`config.mk`:
```
export PLATFORM = sky130hd
export DESIGN_NAME = lift_controller
export DESIGN_NICKNAME = d
export VERILOG_FILES = /design/src/rtl/lift_controller.sv
export SDC_FILE = /design/constraint.sdc
export NUM_CORES = 1
export LEC_CHECK = 0
export CAP_MARGIN = 20
export CORE_UTILIZATION = 27
export DETAILED_ROUTE_END_ITERATION = 8
export MAX_ROUTING_LAYER = met4
export SETUP_SLACK_MARGIN = 0.3
export SLEW_MARGIN = 40
export SYNTH_ARGS = -nofsm -noshare
export SYNTH_HDL_FRONTEND = slang
export SYNTH_SLANG_ARGS = --single-unit
```
`constraint.sdc`:
```
create_clock -name clk -period 1.73 [get_ports clk]
set_input_delay 0.2595 -clock clk [delete_from_list [all_inputs] [get_ports clk]]
set_output_delay 0.2595 -clock clk [all_outputs]
set_load 0.05 [all_outputs]
```
`src/rtl/lift_controller.sv`:
```
// Two-floor lift sequencer: latches floor calls, times cab travel and door intervals
// from a slow tick, and presents the current action code as a Moore output.
module lift_controller #(
  parameter int TRAVEL_TICKS = 8,
  parameter int DOOR_TICKS   = 4,
  parameter int CW           = 8
) (
  input  logic       clk,
  input  logic       rst_n,
  input  logic       tick,
  input  logic       req1,
  input  logic       req2,
  input  logic       door_hold,
  output logic [2:0] action,
  output logic       floor,
  output logic       pend1,
  output logic       pend2,
  output logic       busy
);

  // state | meaning: DN moving down, A1/A2 parked doors closed, UP moving up,
  // R1/R2 doors open, INIT blank after reset, BAD unused code (recovers to INIT)
  typedef enum logic [2:0] {
    S_DN   = 3'b000,
    S_A1   = 3'b001,
    S_UP   = 3'b010,
    S_A2   = 3'b011,
    S_R1   = 3'b100,
    S_R2   = 3'b101,
    S_INIT = 3'b110,
    S_BAD  = 3'b111
  } state_t;

  state_t        state, state_nxt;
  logic [CW-1:0] cnt, cnt_nxt;
  logic          pend1_nxt, pend2_nxt;
  logic          travel_done, door_done, hold_door, in_door;

  always_ff @(posedge clk or negedge rst_n) begin
    if (!rst_n) begin
      state <= S_INIT;
      cnt   <= '0;
      pend1 <= 1'b0;
      pend2 <= 1'b0;
    end else begin
      state <= state_nxt;
      cnt   <= cnt_nxt;
      pend1 <= pend1_nxt;
      pend2 <= pend2_nxt;
    end
  end

  always_comb begin
    state_nxt   = state;
    cnt_nxt     = cnt;
    pend1_nxt   = pend1;
    pend2_nxt   = pend2;
    travel_done = tick && (cnt == CW'(TRAVEL_TICKS - 1));
    door_done   = tick && (cnt == CW'(DOOR_TICKS - 1));
    in_door     = (state == S_R1) || (state == S_R2);
    // A call for the floor whose doors are open re-opens them like door_hold
    hold_door   = door_hold || (state == S_R1 && req1) || (state == S_R2 && req2);

    case (state)
      S_INIT: state_nxt = S_A1;
      S_A1: begin
        if (pend1 || req1)      state_nxt = S_R1;
        else if (pend2 || req2) state_nxt = S_UP;
      end
      S_A2: begin
        if (pend2 || req2)      state_nxt = S_R2;
        else if (pend1 || req1) state_nxt = S_DN;
      end
      S_UP: if (travel_done) state_nxt = S_R2;
      S_DN: if (travel_done) state_nxt = S_R1;
      S_R1: if (!hold_door && door_done) state_nxt = S_A1;
      S_R2: if (!hold_door && door_done) state_nxt = S_A2;
      default: state_nxt = S_INIT;
    endcase

    if (state_nxt != state)        cnt_nxt = '0;
    else if (in_door && hold_door) cnt_nxt = '0;
    else if (tick)                 cnt_nxt = cnt + 1'b1;

    if (req1 && state != S_DN && state != S_R1) pend1_nxt = 1'b1;
    if (req2 && state != S_UP && state != S_R2) pend2_nxt = 1'b1;
    if (state_nxt == S_R1 && state != S_R1)     pend1_nxt = 1'b0;
    if (state_nxt == S_R2 && state != S_R2)     pend2_nxt = 1'b0;
  end

  assign action = state;
  assign floor  = (state == S_A2) || (state == S_R2) || (state == S_DN);
  assign busy   = (state == S_UP) || (state == S_DN) || (state == S_R1) || (state == S_R2);

endmodule
```
Word-level counts from Yosys, hierarchy flattened
Index checks and enable logic that the tools add are counted.

operators by class
  reduce and logical (&&, ||, !) cells = 28
  eq/ne operators = 14
  add/subtract/negate cells = 1
  muxes and demuxes = 16

operator list
  cell                   number
  $mux W3                8
  $mux W8                3
  $pmux W3 S7            1
  $eq A3 B3 Y1 const B   5
  $logic_and A1 B1 Y1    12
  $logic_or A1 B1 Y1     10
  $add A8 B1 Y8 const B  1
  $eq A8 B2 Y1 const B   1
  $eq A8 B3 Y1 const B   1
  $eq A3 B2 Y1 const B   2
  $ne A3 B3 Y1 const B   2
  $reduce_bool A3 Y1     2
  $mux W1                4
  $reduce_bool A2 Y1     2
  $eq A3 B1 Y1 const B   1
  $logic_not A3 Y1       1
  $ne A3 B2 Y1 const B   1
  $ne A3 B3 Y1           1
  $logic_not A1 Y1       1

word-level totals
  word-level logic and storage cells = 63
  flip-flop bits (word level) = 13

Depth between registers and ports, before layout
Gate-level depths: netlist of the first run.

  word-level depth = 11
  mapped depth = 5

Worst setup path before layout of the first run
OpenSTA, ideal clock, no wires.

  kind = flip-flop to output port
  start = reg state[2] (netlist: action[2])
  end = out busy
  slack = -709 ps
  path buffers = 1
  stages on the path, launching flop included = 4
  arrival = 2179 ps
  required time = 1470 ps
  cell sequence = dfstp_2 -> buf_2 -> nand2b_1 -> a21boi_0

between the ends
  longest elaborated chain between the ends = 4
  elaborated cells between the ends (all ways) = 7
  classes of those cells = eq/ne: 3; reduce/logical: 4

RTL lines
  element                                                  RTL line  text
  from (decl)                                              34        state_t state, state_nxt;
  from (signal assigned)                                   46        state <= state_nxt;
  $eq A3 B2 Y1 / $logic_not A3 Y1 (equally long branches)  93        assign busy = (state == S_UP) || (state == S_DN) || (state == S_R1) || (state == S_R2);
  $logic_or A1 B1 Y1 (2 in series)                         93
  $logic_or A1 B1 Y1 *                                     93
  to (decl)                                                18        output logic busy

Every way passes the cells marked *; elsewhere a longest branch is shown, timed or not.

Worst setup path in the final report of the first run
  start = reg state[1] (netlist: action[1])
  end = out floor

between the ends
  longest elaborated chain between the ends = 3
  elaborated cells between the ends (all ways) = 5
  classes of those cells = eq/ne: 2; reduce/logical: 3

RTL lines
  element                                              RTL line  text
  $eq A3 B2 Y1 / $eq A3 B3 Y1 (equally long branches)  92        assign floor = (state == S_A2) || (state == S_R2) || (state == S_DN);
  $logic_or A1 B1 Y1                                   92
  $logic_or A1 B1 Y1 *                                 92
  to (decl)                                            15        output logic floor,

Marked as above.

==> results.yml, run 1 <==
setup_path:
  critPathKind: "reg2out"
  start_kind: "flop"
  cp_max_fo: 4
  required_ns: 1.47
  endpoint_kind: "output pin"
  critical_path_arrival_ns: 1.41
clock_tree:
  cts.htree.levels: 1
  clockBufferDepth: 2
  cts.sinks: 13
  cts_tree: "done"
  root_buffer: "clkbuf_4"
  clock_latency_ns: 0.27
  cts_buffers: 3
  path_clk_slew_ns: 0.09
  ctsHoldBuffers: 0
synthesis:
  ys_dominant_reg_cell: "dfrtp_1"
  synth_xor_area_share_pct: 6.59
  avgSynthCellArea_um2: 9.20
  yosys_warnings: 0
  synth_top_area_share_pct: 29.6
  seq_area_frac_synth_pct: 35.3
  synthCells: 101
  netlist_top_cells_area: "dfrtp_1, nor3_1, dfstp_2"
  synth-edff-count: 0
  yosys.cell_types.count: 40
  synth_seq_cells: 13
  syn_nets: 108
  yosys.area.top_type: "dfrtp_1"
  synthTopCellsByCount: "dfrtp_1, nor3_1, nor2_1"
  synth_fa_ha_area_share_pct: 1.35
  synthArstFlopShare_pct: 100
  synthSimpleGateAreaFrac_pct: 25.4
  synth_compound_area_share_pct: 23.8
  synth_top_family_by_area: "simple AND/OR/NAND/NOR gates"
  synthMuxAreaShare_pct: 3.90
  syn_area_um2: 930
finish:
  fillCellCount: 293
  finalCoreUtilization_pct: 52.2
  diodes: 0
  register_area_um2: 333
  multi_input_area_um2: 727
  drive_above_1_share_pct: 54.1
  area_growth_pct: 77.1
  fin_nets: 156
drt:
  drt_iter0_markers: 53
  vias: 1025
  via_per_inst: 5.34
  drt-pass1-iter-count: 4
  drt_wl_total_um: 2880
  drc: 0
  wl_per_cell_um: 15.0
  postRouteAntennaNets: 0
floorplan:
  initial_core_util_pct: 29.5
  dieArea_um2: 3680
  ios: 13
  design.core.area_um2: 3150
  die_h_um: 60.7
  row_count: 20
  fp.dieW_um: 60.7
global_route:
  overflow: 0
  grt_usage_pct: 17.4
  use_met3_pct: 3.20
  grt_pass1_wl_um: 4570
  busiest_layer: "met2"
  grt_max_degree: 14
  met2_usage_pct: 29.0
  antenna_found_initial: 0
  first_global_vias: 1026
  use_met1_pct: 20.3
pwr:
  powerDensity_nw_per_um2: 1520
  finalPower_mw: 2.50
  ir_drop_mv: 0.646
  leakage_nw: 0.664
timing:
  rsz0062_at_grt: "true"
  period_share_pct: 96.3
  hold_viol_final: 0
  fin_crit_ns: 1.67
  fin_worst_skew_ns: 0.00533
  fmax_ghz: 0.600
  slew_headroom_pct: 59.0
  setup_viol: 0
  worst_pin_slew_ns: 0.614
  setup_tns_ns: 0
  drv_slew: 0
run_status:
  status: "finished clean"
placement:
  hpwl_um: 1820
  place.gp.congestion: 0.893
  io_buffers: 12
min_path:
  hp-class: "in2async"
run:
  maxCapViolCount: 0
==> per-layer routing <==
layer | part of all wire (%) | wire length [um]
met5 | 0 | 0
met4 | 2.0 | 57
met3 | 5.6 | 160
met2 | 52 | 1490
met1 | 41 | 1170
==> sequential cells by signal, summed over array words and instances, names as in the netlist <==
register	flops
action	3
cnt	8
pend1	1
pend2	1
==> per-stage QoR <==
step | hold WS [ns] | std cells | area, um^2 | worst slack, ns
2_1_floorplan | -0.0361 | 101 | 991 | 0.105
3_3_place_gp | 0.561 | 171 | 1310 | -0.0317
3_5_place_dp | 0.596 | 171 | 1310 | -0.101
4_1_cts | 0.368 | 188 | 1560 | 0.0620
5_1_grt | 0.396 | 192 | 1650 | 0.00249
6_report | 0.363 | 192 | 1650 | 0.0632
==> cell usage in the layout, fill, tap and decap left out, types with 3 or more instances in the layout <==
cell type,count
buf_4,25
buf_6,12
dfrtp_1,10
nor2_1,8
nor3_2,6
buf_12,6
nand2_1,5
clkdlybuf4s50_1,5
a21oi_1,4
xnor2_1,4
nand2b_4,3
nand3_1,3
inv_1,3
nand4_1,3
nor3_1,3
xor2_1,3
a31oi_1,3
clkbuf_4,3
==> critical path: stages (launching register included) <==
cell,delay (ns)
dfstp_4,0.66
buf_6,0.11
nand2b_4,0.06
a31oi_4,0.15
buf_12,0.15
==> cell type report <==
cell class | instances | area share, %
multi-input cells | 80 | 44.1
repair buffers | 48 | 29.9
flip-flops and latches | 13 | 20.2
well taps | 44 | 3.34
clock buffers | 3 | 1.37
inverters | 3 | 0.684
clock inverters | 1 | 0.304
==> path summary, 6_finish.rpt <==
path | slack (ns) | to | depth (start not counted) | startpoint
max in group asynchronous | 0.93 | action[0]$_DFF_PN0_ | 1 | rst_n
hold / removal | 0.36 | cnt[3]$_DFFE_PN0P_ | 1 | rst_n
hold reg to reg | 0.63 | pend1$_DFFE_PN0P_ | 2 | pend1$_DFFE_PN0P_
setup reg to reg | 0.13 | cnt[5]$_DFFE_PN0P_ | 6 | action[2]$_DFF_PN1_
setup / recovery | 0.06 | floor | 4 | action[1]$_DFF_PN1_
min in group clk | 0.63 | pend1$_DFFE_PN0P_ | 2 | pend1$_DFFE_PN0P_
==> power breakdown <==
| part | switching, mW | leakage [nW] | total (mW) | internal, mW |
|---|---|---|---|---|
| combinational | 0.942 | 0.480 | 1.84 | 0.899 |
| sequential | 0.0909 | 0.166 | 0.474 | 0.383 |
| clock | 0.102 | 0.0177 | 0.188 | 0.0855 |
| total | 1.14 | 0.664 | 2.50 | 1.37 |
==> kinds of logic after synthesis <==
logic type / after synthesis
and+or+nand+nor: 40
AOI/OAI and AO/OA: 29
DFF: 13
buffers and inverters: 8
xor gates and xnor gates: 7
muxes: 3
adders and majority gates: 1
==> repair_timing <==
item                                    CTS  global route
gates resized for setup                  24            13
pin swaps                                15             6
buffers inserted                         13             4
endpoints found under the setup margin   17            17
Note: power is estimated with default switching activity, not from simulation.
==> run 2: changes to the inputs <==
- PLACE_DENSITY: default -> 0.43
- TNS_END_PERCENT: default -> 50
==> results.yml, run 2 (synthesized netlist as in run 1, its figures left out) <==
timing:
  fin_crit_ns: 1.65
  hold_viol_final: 0
  fin_worst_skew_ns: 0.000919
  slew_headroom_pct: 72.9
  period_share_pct: 95.3
  fin_ws_ns: 0.0814
  rsz0062_at_grt: "true"
  hold_ws_ns: 0.286
  setup_viol: 0
  fmax_ghz: 0.607
  drv_slew: 0
  worst_pin_slew_ns: 0.405
setup_path:
  endpoint: "busy"
  endpoint_kind: "output pin"
  crit_path_start: "action[2]$_DFF_PN1_"
  start_kind: "flop"
  cp_max_fo: 7
  required_ns: 1.47
  rr_startpoint: "action[1]$_DFF_PN1_"
  r2r_slack_ns: 0.13
  critPathKind: "reg2out"
  r2r_cells: 6
  timing.rr.end: "cnt[5]$_DFFE_PN0P_"
  critical_path_arrival_ns: 1.39
clock_tree:
  root_buffer: "clkbuf_4"
  cts_buffers: 3
  cts.sinks: 13
  cts.htree.levels: 1
  clockBufferDepth: 2
  cts_tree: "done"
  path_clk_slew_ns: 0.08
  clock_latency_ns: 0.27
drt:
  drt-pass1-iter-count: 4
  vias: 918
  met1_length_um: 1090
  met3_length_um: 74
  met2_length_um: 1420
  wl_per_cell_um: 14.1
  drc: 0
  top_layer_used: "met4"
  drt_wl_total_um: 2630
  drt_iter0_markers: 32
  via_per_inst: 4.94
  postRouteAntennaNets: 0
floorplan:
  design.core.area_um2: 3150
  initial_core_util_pct: 29.5
  dieArea_um2: 3680
  ios: 13
  row_count: 20
  die_h_um: 60.7
  fp.dieW_um: 60.7
finish:
  fin_nets: 150
  finalCoreUtilization_pct: 49.6
  area_growth_pct: 68.1
  diodes: 0
  drive_above_1_share_pct: 50.0
  final_common_cell: "buf_4"
  largest_register_ffs: 8
  mostFrequentLayoutCells: "buf_4, dfrtp_1, nor2_1, nor3_2"
  top_register: "cnt"
  final_area_um2: 1560
placement:
  place_area_um2: 1310
  place.gp.congestion: 0.863
  post-place-ws_ns: -0.0895
  io_buffers: 12
  hpwl_um: 1920
global_route:
  grt_max_degree: 14
  antenna_found_initial: 0
  overflow: 0
  grt_usage_pct: 17.6
  grt_pass1_wl_um: 4550
  first_global_vias: 1024
run:
  maxCapViolCount: 0
pwr:
  powerDensity_nw_per_um2: 1550
  leakage_nw: 0.616
  ir_drop_mv: 0.686
min_path:
  hp-class: "in2async"
run_status:
  status: "finished clean"
==> run 2: metrics by stage <==
step,TNS (ns),power (mW),std cells
finish,0,2.42,186
global route,0,2.58,186
CTS,0,2.35,185
detailed placement,-0.714,1.89,171
global placement,-0.444,1.89,171
floorplan,0,1.34,101
==> run 2: critical path: stages (launching register included) <==
cell      delay, ns
dfstp_2        0.63
nand2b_4       0.16
a21boi_4       0.19
buf_12         0.15
==> run 2: routing by layer <==
metal	GRT usage (%)	up-vias
li1	-	459
met2	30.6	21
met1	19.6	429
met5	-	-
met3	2.99	9
met4	8.12	0
==> run 2: layout make-up <==
class / instances / area, um^2
Multi-Input combinational cell: 80 / 728
Inverter: 3 / 11.3
Timing Repair Buffer: 42 / 409
Fill cell: 309 / 1590
Tap cell: 44 / 55.1
Clock buffer: 4 / 26.3
Sequential cell: 13 / 333
==> run 2: worst min-delay path by stage <==
stage                                     end  depth (start not counted)   from
final                       pend1$_DFFE_PN0P_                          2  rst_n
after global routing        pend1$_DFFE_PN0P_                          2  rst_n
after CTS                  cnt[3]$_DFFE_PN0P_                          2  rst_n
after detailed placement   cnt[6]$_DFFE_PN0P_                          2  rst_n
after global placement     cnt[6]$_DFFE_PN0P_                          2  rst_n
after floorplan           action[0]$_DFF_PN0_                          0  rst_n
==> run 2: power breakdown <==
part           switching [mW]  internal (mW)  leakage, nW  total, mW
registers              0.0940          0.383        0.166      0.477
logic                   0.907          0.852        0.435       1.76
clock network          0.0965         0.0891       0.0150      0.186
total                    1.10           1.32        0.616       2.42
==> run 2: repair_timing <==
item | 4_1_cts | 5_1_grt
pin swaps | 4 | 0
hold endpoints to repair | 0 | 0
resized for setup | 21 | 8
buffers inserted | 10 | 1
setup endpoints to repair | 15 | 17
hold buffers | 0 | 0
